`src/rtl/spi_pkg.sv`:
```
// spi_pkg: shared widths and sequencer state encoding for the SPI transmit feeder
package spi_pkg;
  localparam int WORD_W = 16;
  localparam int CNT_W = 8;
  localparam logic [2:0] ST_IDLE = 3'd0;
  localparam logic [2:0] ST_LOAD = 3'd1;
  localparam logic [2:0] ST_START = 3'd2;
  localparam logic [2:0] ST_WAIT_LO = 3'd3;
  localparam logic [2:0] ST_WAIT_HI = 3'd4;
  localparam logic [2:0] ST_GAP = 3'd5;
  typedef enum logic [2:0] {
    IDLE = ST_IDLE,
    LOAD = ST_LOAD,
    START = ST_START,
    WAIT_LO = ST_WAIT_LO,
    WAIT_HI = ST_WAIT_HI,
    GAP = ST_GAP
  } state_t;
endpackage

```
`src/rtl/spi_tx_fifo.sv`:
```
// spi_tx_fifo: synchronous word FIFO with wrap-bit pointers and occupancy flags
module spi_tx_fifo
  import spi_pkg::*;
#(
  parameter int DEPTH = 4
) (
  input  logic                       clk,
  input  logic                       rst,
  input  logic                       wr_en,
  input  logic [WORD_W-1:0]          wr_data,
  input  logic                       rd_en,
  output logic [WORD_W-1:0]          rd_data,
  output logic                       full,
  output logic                       empty,
  output logic [$clog2(DEPTH):0]     count
);
  localparam int AW = $clog2(DEPTH);
  logic [WORD_W-1:0] mem [DEPTH];
  logic [AW:0] wr_ptr, rd_ptr;
  logic push, pop;
  assign push = wr_en && !full;
  assign pop = rd_en && !empty;
  assign count = wr_ptr - rd_ptr;
  assign full = count == (AW+1)'(DEPTH);
  assign empty = count == '0;
  assign rd_data = mem[rd_ptr[AW-1:0]];
  always_ff @(posedge clk) begin
    if (!rst) begin
      wr_ptr <= '0;
      rd_ptr <= '0;
    end else begin
      if (push) wr_ptr <= wr_ptr + 1'b1;
      if (pop) rd_ptr <= rd_ptr + 1'b1;
    end
  end
  always_ff @(posedge clk) begin
    if (push) mem[wr_ptr[AW-1:0]] <= wr_data;
  end
endmodule

```
`src/rtl/spi_tx_sequencer.sv`:
```
// spi_tx_sequencer: feeds buffered words to the SPI transmitter and tracks each CS transaction
module spi_tx_sequencer
  import spi_pkg::*;
#(
  parameter int DEPTH = 4,
  parameter int STRT_CYCLES = 2,
  parameter int GAP_CYCLES = 4,
  parameter int TIMEOUT = 64
) (
  input  logic                   clk,
  input  logic                   rst,
  input  logic                   wr_en,
  input  logic [WORD_W-1:0]      wr_data,
  input  logic                   clr_err,
  output logic                   full,
  output logic                   empty,
  output logic [$clog2(DEPTH):0] count,
  output logic [WORD_W-1:0]      data_in,
  output logic                   strt,
  input  logic                   CS,
  output logic                   busy,
  output logic [CNT_W-1:0]       sent_cnt,
  output logic                   timeout_err
);
  localparam int TMAX0 = TIMEOUT > GAP_CYCLES ? TIMEOUT : GAP_CYCLES;
  localparam int TMAX = TMAX0 > STRT_CYCLES ? TMAX0 : STRT_CYCLES;
  localparam int TW = $clog2(TMAX + 1);
  state_t state, state_nxt;
  logic [TW-1:0] timer;
  logic [WORD_W-1:0] head;
  logic pop, to_fire, sent_inc;
  spi_tx_fifo #(.DEPTH(DEPTH)) u_fifo (
    .clk(clk),
    .rst(rst),
    .wr_en(wr_en),
    .wr_data(wr_data),
    .rd_en(pop),
    .rd_data(head),
    .full(full),
    .empty(empty),
    .count(count)
  );
  assign strt = state == START;
  assign busy = state != IDLE;
  always_comb begin
    state_nxt = state;
    pop = 1'b0;
    to_fire = 1'b0;
    sent_inc = 1'b0;
    case (state)
      IDLE: state_nxt = empty ? IDLE : LOAD;
      LOAD: begin
        pop = 1'b1;
        state_nxt = START;
      end
      START: state_nxt = timer == TW'(STRT_CYCLES - 1) ? WAIT_LO : START;
      WAIT_LO: begin
        to_fire = CS && timer == TW'(TIMEOUT - 1);
        state_nxt = !CS ? WAIT_HI : to_fire ? GAP : WAIT_LO;
      end
      WAIT_HI: begin
        sent_inc = CS;
        state_nxt = CS ? GAP : WAIT_HI;
      end
      GAP: state_nxt = timer == TW'(GAP_CYCLES - 1) ? IDLE : GAP;
      default: state_nxt = IDLE;
    endcase
  end
  // timer restarts on every state change so each state measures its own dwell
  always_ff @(posedge clk) begin
    if (!rst) begin
      state <= IDLE;
      timer <= '0;
      data_in <= '0;
      sent_cnt <= '0;
      timeout_err <= 1'b0;
    end else begin
      state <= state_nxt;
      timer <= state_nxt != state ? '0 : timer + 1'b1;
      if (pop) data_in <= head;
      if (sent_inc) sent_cnt <= sent_cnt + 1'b1;
      timeout_err <= to_fire | (timeout_err & ~clr_err);
    end
  end
endmodule

```
`config.mk`:
```
export PLATFORM = sky130hd
export DESIGN_NAME = spi_tx_sequencer
export DESIGN_NICKNAME = d
export VERILOG_FILES = /design/src/rtl/spi_pkg.sv /design/src/rtl/spi_tx_fifo.sv /design/src/rtl/spi_tx_sequencer.sv
export SDC_FILE = /design/constraint.sdc
export NUM_CORES = 1
export LEC_CHECK = 0
export ABC_CLOCK_PERIOD_IN_PS = 3600
export BUFFER_PORTS_ARGS = -buffer_cell sky130_fd_sc_hd__buf_2
export CAP_MARGIN = 40
export CORE_MARGIN = 3
export CORE_UTILIZATION = 61
export DETAILED_ROUTE_END_ITERATION = 16
export PLACE_DENSITY_LB_ADDON = 0.3
export RECOVER_POWER = 100
export SLEW_MARGIN = 20
export SYNTH_ARGS = -nofsm -noshare
export SYNTH_HDL_FRONTEND = slang
export SYNTH_SLANG_ARGS = --single-unit
```
`constraint.sdc`:
```
create_clock -name clk -period 3.6 [get_ports clk]
set_input_delay 0.54 -clock clk [delete_from_list [all_inputs] [get_ports clk]]
set_output_delay 0.54 -clock clk [all_outputs]
set_load 0.03 [all_outputs]
```
Word-level counts from Yosys, hierarchy flattened
Memories as Yosys holds them, arrays and structs flattened. A register that Yosys moved wholly into a read port is not among the register bits.
Index checks and enable logic that the tools add are counted.
{ "totals": {"in_bits": 21, "mem_count": 1, "mem_bits_rw": 64, "out_inout_bits": 32, "ff_bits": 25, "wordCells": 48} }
{ "op_classes": {"n_mux": 12, "bitwise_logic": 4, "n_reduce_logical": 10, "add_sub_neg": 5, "n_eq_ne": 10} }
{ "memory_table": {"columns": ["memory", "depth", "width", "rd", "rd_clocked_by_memory_dff", "write_ports", "line_no", "text"], "rows": [
  ["u_fifo.mem", 4, 16, 1, 1, 1, "spi_tx_fifo.sv:18", "logic [WORD_W-1:0] mem [DEPTH];"]
]} }
{ "op_table": {"columns": ["op", "count"], "rows": [
  ["case mux 3 bit (6 select lines)", 1],
  ["== test 3 bit, second input constant", 3],
  ["two-way mux 3 bit", 3],
  ["adder 8 x 1 -> 8 bit, second input constant", 1],
  ["two-way mux 1 bit", 8],
  ["adder 7 x 1 -> 7 bit, second input constant", 1],
  ["== test 7 x 1 -> 1 bit, second input constant", 1],
  ["== test 7 x 2 -> 1 bit, second input constant", 1],
  ["== test 7 x 6 -> 1 bit, second input constant", 1],
  ["adder 3 x 1 -> 3 bit, second input constant", 2],
  ["== test 3 x 2 -> 1 bit, second input constant", 2],
  ["logical NOT 3 bit", 2],
  ["== test 3 x 1 -> 1 bit, second input constant", 1],
  ["logical AND 1 bit", 3],
  ["logical NOT 1 bit", 3],
  ["inequality test 3 bit", 1],
  ["nonzero test 3 bit", 1],
  ["subtractor 3 bit", 1],
  ["NOT 1 bit", 2],
  ["OR reduction 2 bit", 1],
  ["AND 1 bit", 1],
  ["OR 1 bit", 1]
]} }

Longest topological paths before layout
Gate-level depths: netlist (run 1).
{ "depth": {"ltp_word": 7, "depth_mapped": 8, "ltp_nobuf": 8} }

By module
From an unflattened synthesis (run 1), not the netlist that was laid out.
{ "unflattened": {"hier_cells": 320, "hier_area_um2": 4398.0} }
{ "by_module_without_submodules": {"columns": ["mod", "seq_area_each_um2", "n_inst", "cells_each", "area_each_um2"], "rows": [
  ["spi_tx_fifo", 2082.0, 1, 141, 2815.2],
  ["spi_tx_sequencer", 700.7, 1, 179, 1582.8]
]} }

Least setup slack after synthesis (run 1)
No wires, ideal clock.
{ "synth_path": {"path_type": "register to register", "from": "register u_fifo.wr_ptr[0]", "to": "memory u_fifo.mem[0][0] (enable)", "synth_period_minus_slack_ns": 2.516, "path_slack_ns": 1.084, "stages_incl_launch_ff": 7, "required_time_ns": 3.226, "setup_time_ns": 0.374, "path_buffers": 0, "arrival_time_ns": 2.142, "cell_sequence": "dfxtp_1 > inv_1 > ha_1 > fa_1 > xor3_2 > a31oi_4 > and2_1"} }
{ "synth_via": {"elab_chain_cells": 6} }
{ "synth_rtl": {"columns": ["element", "line_no", "text"], "rows": [
  ["from (decl)", "spi_tx_fifo.sv:19", "logic [AW:0] wr_ptr, rd_ptr;"],
  ["from (signal assigned)", "spi_tx_fifo.sv:32", "if (push) wr_ptr <= wr_ptr + 1'b1;"],
  ["subtractor 3 bit", "spi_tx_fifo.sv:23", "assign count = wr_ptr - rd_ptr;"],
  ["named net count[2]", "spi_tx_sequencer.sv:17", "output logic [$clog2(DEPTH):0] count,"],
  ["== test 3 bit", "spi_tx_fifo.sv:24", "assign full = count == (AW+1)'(DEPTH);"],
  ["logical NOT 1 bit", "spi_tx_fifo.sv:21", "assign push = wr_en && !full;"],
  ["logical AND 1 bit", "spi_tx_fifo.sv:21", null],
  ["two-way mux 1 bit", "spi_tx_fifo.sv:37", "if (push) mem[wr_ptr[AW-1:0]] <= wr_data;"],
  ["two-way mux 1 bit (implied by the code)", "spi_tx_fifo.sv:37", null],
  ["to (decl)", "spi_tx_fifo.sv:18", null]
]} }
The timed path passes the listed nets, and every way through them passes these cells.

Worst setup path after layout (run 1)
{ "layout_path": {"from": "register u_fifo.wr_ptr[0]", "to": "memory u_fifo.mem[3][6] (enable)"} }
{ "layout_via": {"elab_chain_cells": 6} }
{ "layout_rtl": {"columns": ["element", "line_no"], "rows": [
  ["subtractor 3 bit", "spi_tx_fifo.sv:23"],
  ["== test 3 bit", "spi_tx_fifo.sv:24"],
  ["logical NOT 1 bit", "spi_tx_fifo.sv:21"],
  ["logical AND 1 bit", "spi_tx_fifo.sv:21"],
  ["two-way mux 1 bit", "spi_tx_fifo.sv:37"],
  ["two-way mux 1 bit (implied by the code)", "spi_tx_fifo.sv:37"]
]} }
Several ways; a longest one is shown, not always the timed one.

==> summary.md, run 1 <==
| Metric | Value |
|---|---|
| Status | `complete, no violations` |
| ANT nets after route | `0` |
| Clk Latency, worst-skew pair | `360 ps` |
| Library cells used by synthesis | `45` |
| Highest Clock Rate | `0.3386 GHz` |
| Sequential share of power | `48.3%` |
| Tcrit/Tclk final | `82.05%` |
| RSZ-0062 raised after global routing | `no` |
| #FFs+latches synth | `around 110` |
| Async S/R FF share, synth | `0%` |
| Total Wirelength | `between 7 and 8 mm` |
| Share of power burned in combinational logic | `24.5%` |
| VDD IR max | `a little under 0.4 mV` |
| Post-route cell area | `0.004651 mm^2` |
| Drt initial violations | `150` |
| First-pass GRT wire length | `11.84 mm` |
| Vias in the first global route | `about 2400` |
| Chip width | `88.86 um` |
| Worst-Margin Slew | `1251 ps` |
| Slew margin rel. | `between 15 and 20%` |
| Setup total negative slack | `0 ps` |
| WP data arrival | `2940 ps` |
| Max FO, Critical Path | `17` |
| Clk root buf | `clkbuf_8` |
| Power per cell area | `670.7 mW/mm^2` |
| WL/cell | `16.69 um` |
| Die ar. | `0.007895 mm^2` |
| Num CTS Buffers | `9` |
| CP endpoint kind | `flip-flop` |
| GPL Wtd Cong | `0.8397` |
| Top Layer Used | `met4` |
| Post-CTS sizing | `0` |
| Drt pass-1 iters | `5` |
| Synth Cell Area | `0.004188 mm^2` |
| Cells after synthesis | `between 200 and 300` |
| # IOs | `53` |
| Dominant register cell in the synthesized netlist | `edfxtp_1` |
| Max-Cap Viols | `0` |
| Cts hold-fix bufs | `0` |
| WL met3 | `391 um` |
| DRC | `0` |
| Met2 wire len | `3.724 mm` |
| Worst Path Required | `3580 ps` |
| Core area | `0.006495 mm^2` |
| Tmin final | `approximately 3000 ps` |
| Clock slew at the register clock pins of the worst setup and hold paths | `around 90 ps` |
| Internal | `2.136 mW` |
| Routed vias/inst | `5.571` |
| Sw Pwr | `983.4 uW` |
| Nature of the critical path startpoint | `flip-flop` |
| EDFF count, synth | `64` |
| Total track usage | `between 20% and 30%` |
| Setup violations, final | `0` |
| # rows | `29` |
| Initial antenna violation count | `0` |
| Met1 WL | `approximately 3 mm` |
| Final Hold Fails | `0` |
| H-tree depth | `3` |
| Die Ht | `~89 um` |
| Ys Warns | `0` |
| Class of the most critical setup path | `reg -> reg` |
| Hold WC Path Type | `in -> reg` |
| TritonCTS clock tree | `yes` |
| Avg Cell Area, Syn | `14.05 um^2` |
| Placed cell areas | `roughly 0.0045 mm^2` |
| Post-CTS Setup Bufs | `0` |
| Clk sinks | `105` |
| Leakage | `1.567 nW` |
| Port bufs | `52` |
| Initial Util | `64.48%` |
| Synth Net Count | `329` |
| Final slew viol count | `0` |
| Area grow syn2layout | `11.05%` |
| Clock Power Share | `27.2%` |
| Pin count of the biggest net entering global routing | `34` |
| Grt ovf | `0` |
| Nets | `approximately 380` |
| Sw Share | `31.53%` |
| Clock Skew | `13.02 ps` |
| Via count | `2418` |
| Diodes inserted | `0` |
| Share of layout cells above drive strength 1 | `11.76%` |
| Clk buf depth | `2` |
| Total chip power | `a little over 3 mW` |
| Post-synthesis sequential area ratio | `65.49%` |
| DPL Wire Length | `4.953 mm` |
## cell usage after synthesis (3+ instances only)
library cell	count	area share [%]
a21oi_1	17	2.0
and2_1	3	0.45
buf_2	4	0.48
clkbuf_1	4	0.36
dfxtp_1	41	20
edfxtp_1	64	46
ha_1	9	2.7
inv_1	11	0.99
mux4_2	16	8.6
nand2_1	39	3.5
nand3_1	6	0.72
nor2_1	28	2.5
or3_1	3	0.45
xnor2_1	7	1.5
xor2_1	8	1.7
## critical path, stage by stage (launching register included)
cell	delay, ps
dfxtp_1	400
inv_1	110
ha_1	210
fa_1	390
xor3_1	260
a31oi_1	470
and2_1	750
## placed cells by master, fill, tap and decap left out, drive strengths merged, types with 3 or more instances in the layout
cell | synthesis | layout
or3 | 3 | 3
clkbuf | 4 | 57
nand2 | 39 | 39
buf | 8 | 7
bufinv | 0 | 3
edfxtp | 64 | 64
nor2 | 29 | 29
a21oi | 18 | 18
dfxtp | 41 | 41
nand3 | 6 | 6
mux4 | 16 | 16
inv | 11 | 13
xnor2 | 7 | 7
and2 | 4 | 4
o21ai | 3 | 3
ha | 9 | 9
xor2 | 8 | 8
## metrics by stage
stage	hold WS (ps)	utilization, %	std cells	worst slack [ps]
finish	443.1	71.60	434	646.2
global route	441.7	71.60	434	367.3
CTS	374.5	73.13	434	812.0
detailed placement	444.9	69.31	418	831.4
global placement	438.6	69.31	418	909.3
floorplan	433.7	-	298	1084
## power groups by stage
stage	combinational, mW	clock, mW	sequential, mW
after detailed placement	0.815	0	1.54
after global placement	0.800	0	1.53
after global routing	0.845	0.920	1.53
final	0.764	0.848	1.51
after CTS	0.820	0.867	1.51
after floorplan	0.557	0	1.59
## per-layer routing
metal / global-route usage [%] / vias up
met5: 0 / -
met4: 5.632 / 0
met3: 6.238 / 5
met2: 34.01 / 66
met1: 26.99 / 1162
li1: - / 1185
## registers in the layout (all words and copies together), names as in the netlist
| register | cells |
|---|---|
| state | 3 |
| u_fifo.rd_ptr | 3 |
| data_in | 16 |
| sent_cnt | 8 |
| u_fifo.wr_ptr | 3 |
| timeout_err | 1 |
| timer | 7 |
| u_fifo.mem | 64 |
## cell type report
class                      instances  area (um^2)
timing repair buffer              55        222.7
sequential                       105         2743
multi-input combinational        170         1300
inverter                          11        41.29
clock inverter                     7        123.9
clock buffer                       9        123.9
tap                               77        96.34
fill                             463         1844
## worst paths after layout
check,startpoint,depth (start not counted),end,slack [ps]
worst min register to register,data_in[7],2,data_in[7],460
worst max register to register,u_fifo.wr_ptr[0],6,u_fifo.mem[3][6],650
worst min-delay path,wr_data[0],1,u_fifo.mem[3][0],440
worst max-delay path,u_fifo.wr_ptr[0],6,u_fifo.mem[3][6],650
## logic make-up after synthesis
| group | count (synthesis) | share of synthesized area, % |
|---|---|---|
| simple gates | 93 | 10.64 |
| flops | 105 | 65.49 |
| fa+ha+maj | 10 | 3.167 |
| mux | 18 | 9.083 |
| xor+xnor | 16 | 3.735 |
| buf+inv | 23 | 2.539 |
| compound gates | 33 | 5.348 |
Note: power is estimated with default switching activity, not from simulation.
==> inputs of run 2 (changes only) <==
- ABC_AREA: default -> 1
- ABC_CLOCK_PERIOD_IN_PS: 3600 -> 2700
- CORE_UTILIZATION: 61 -> 52
- clock period: 3.6 -> 2.7 ns (I/O delays scaled with it)
==> run 2 against run 1 <==
  * Core utilization down 10 points
  * Wire length is 19% higher
  * Cell area rose by 3.7%
  * Via count rose by 25%
  * Final cell count increased by 33%
  * Clock skew shrank 3.4 ps
  * Setup slack worse by 480 ps
  * Highest routed layer unchanged
==> summary.md, run 2 <==
| Metric | Value |
|---|---|
| Clk root buf | `clkbuf_8` |
| Async S/R FF share, synth | `0%` |
| Reg2reg setup slack | `240 ps` |
| Commonest non-fill, non-tap cell in the layout | `edfxtp_1` |
| Drt pass-1 iters | `5` |
| Total Wirelength | `8.637 mm` |
| Worst-Margin Slew | `609.8 ps` |
| Clk sinks | `between 100 and 150` |
| Cts hold-fix bufs | `0` |
| First-pass GRT wire length | `14.46 mm` |
| Share of layout cells above drive strength 1 | `7.158%` |
| Clock Skew | `9.584 ps` |
| # rows | `32` |
| Clk buf depth | `2` |
| WP data arrival | `2130 ps` |
| Setup violations, final | `0` |
| CP endpoint kind | `output port` |
| Library cells used by synthesis | `37` |
| RSZ-0062 raised after global routing | `no` |
| Port bufs | `52` |
| Reg2reg path depth | `9` |
| Clk Latency, worst-skew pair | `370 ps` |
| Worst R2R End | `u_fifo.mem[0][14]` |
| GPL Wtd Cong | `0.8098` |
| Post-synth top area share | `44.35%` |
| Setup total negative slack | `0 ps` |
| Synth cell count leaders | `edfxtp_1 (64), o21ai_0 (57), inv_1 (54)` |
| Vias in the first global route | `2998` |
| Slew margin rel. | `about three fifths` |
| Chip width | `97.28 um` |
| Final core occ | `61.12%` |
| Class of the most critical setup path | `reg -> out` |
| Routed vias/inst | `5.255` |
| Area of the multi-input gates | `0.001262 mm^2` |
| Commonest non-fill, non-tap cells in the layout | `edfxtp_1 (64), o21ai_0 (58), inv_1 (55)` |
| Area grow syn2layout | `11.26%` |
| Ys Warns | `0` |
| Synth Cell Area | `0.004333 mm^2` |
| Critical Path End | `empty` |
| Highest Clock Rate | `0.3941 GHz` |
| Nature of the critical path startpoint | `flip-flop` |
| Final slew viol count | `0` |
| VDD IR max | `0.4608 mV` |
| Synth area leaders | `edfxtp_1 (44%), dfxtp_1 (19%), o21ai_0 (6.6%), inv_1 (4.7%), nor2_1 (4.5%)` |
| Placed insts | `561` |
| Hold WC Path Type | `in -> reg` |
| Clock slew at the register clock pins of the worst setup and hold paths | `around 100 ps` |
| Diodes inserted | `0` |
| Number of cells in the finished layout apart from fillers | `577` |
| DRC | `0` |
| DPL Wire Length | `5.698 mm` |
| Avg Cell Area, Syn | `10.47 um^2` |
| Max reg flops | `64` |
| Via count | `3032` |
| Post-CTS sizing | `0` |
| Die Ht | `97.28 um` |
| H-tree depth | `3` |
| Total track usage | `approximately a fifth` |
| Cells after synthesis | `between 400 and 500` |
| Area leader, netlist | `edfxtp_1` |
| Tcrit/Tclk final | `93.97%` |
| Core area | `0.007888 mm^2` |
| Worst Path Required | `2300 ps` |
| Initial Util | `between 50% and 60%` |
| CP Launch Point | `u_fifo.wr_ptr[0]` |
| Die ar. | `0.009463 mm^2` |
| Post-synthesis sequential area ratio | `between 60% and 70%` |
| Tmin final | `2537 ps` |
| Storage cell area | `between 0.002 and 0.003 mm^2` |
| R2r startpoint | `u_fifo.wr_ptr[0]` |
| Pin count of the biggest net entering global routing | `35` |
| TritonCTS clock tree | `yes` |
| Layout fillers | `677` |
| Total chip power | `~4.4 mW` |
| ANT nets after route | `0` |
| Num CTS Buffers | `9` |
| Synth Net Count | `445` |
| EDFF count, synth | `64` |
| Nets | `roughly 500` |
| Post-CTS Setup Bufs | `0` |
| # IOs | `53` |
| Drt initial violations | `158` |
| #FFs+latches synth | `between 100 and 150` |
| Count leader, synth | `edfxtp_1` |
| Final Hold Fails | `0` |
| Initial antenna violation count | `0` |
| Power per cell area | `916.7 mW/mm^2` |
| Status | `complete, no violations` |
| Dominant register cell in the synthesized netlist | `edfxtp_1` |
| Max FO, Critical Path | `5` |
| Grt ovf | `0` |
| Max-Cap Viols | `0` |
| WL/cell | `~15 um` |
| Leakage | `1.881 nW` |
-- run 2: cell types whose count changed in the layout (fill, tap and decap cells not counted), sizes merged, moves of 7 or more --
cell	delta
nand2	-8
nor2	+27
inv	+44
mux4	-16
nand3	+7
o21bai	+16
o21ai	+55
o22ai	+16
-- run 2: cell type report --
cell class                      count  share of cell area [%]
Inverter                           57                   4.464
Sequential cell                   105                   56.89
Timing Repair Buffer               60                   5.580
Tap cell                          102                   2.647
Multi-Input combinational cell    237                   26.19
Clock inverter                      7                   1.661
Clock buffer                        9                   2.569
-- run 2: through the flow --
stage,worst slack [ps],cell area (um^2),hold WS [ps]
CTS,146.9,4937,239.8
floorplan,43.93,4335,433.7
global route,21.37,4821,292.5
finish,162.7,4821,300.5
detailed placement,493.1,4733,454.1
global placement,622.3,4706,446.1
-- run 2: worst min-delay path by stage --
stage	startpoint	endpoint	slack [ps]	depth (start not counted)
6_report	wr_data[6]	u_fifo.mem[1][6]	300	1
5_1_grt	wr_data[6]	u_fifo.mem[3][6]	290	1
2_1_floorplan	timer[0]	timer[0]	430	1
3_3_place_gp	sent_cnt[7]	sent_cnt[7]	450	2
3_5_place_dp	sent_cnt[7]	sent_cnt[7]	450	2
4_1_cts	wr_data[6]	u_fifo.mem[3][6]	240	1
-- run 2: metal layers --
metal	share of wire [%]	routed length, um	up-vias	track usage [%]
li1	-	-	1529	-
met3	4.0	342	9	4.379
met5	0	0	-	0
met2	50	4354	58	32.80
met4	1.1	99	0	4.792
met1	44	3840	1436	24.05
-- run 2: cells by family after synthesis --
logic type,count (synthesis),synth area share (%)
compound gates,113,14.70
buf+inv,72,6.584
simple gates,111,11.75
flops,105,63.30
xor+xnor,3,0.6065
fa+ha+maj,10,3.061
-- run 2: power breakdown --
part | leakage, nW | internal [mW] | switching [mW] | total (mW)
clock | 0.0896 | 0.436 | 0.553 | 0.989
combinational | 0.870 | 0.393 | 1.00 | 1.40
sequential | 0.921 | 1.93 | 0.0996 | 2.03
-- run 2: critical path, cell delays in order (launching register included) --
cell and delay, ps:
dfxtp_1 380, inv_1 110, ha_1 200, fa_1 500, nand2_1 60, inv_1 70, nand3_1 170, inv_1 90
clkbuf_2 200
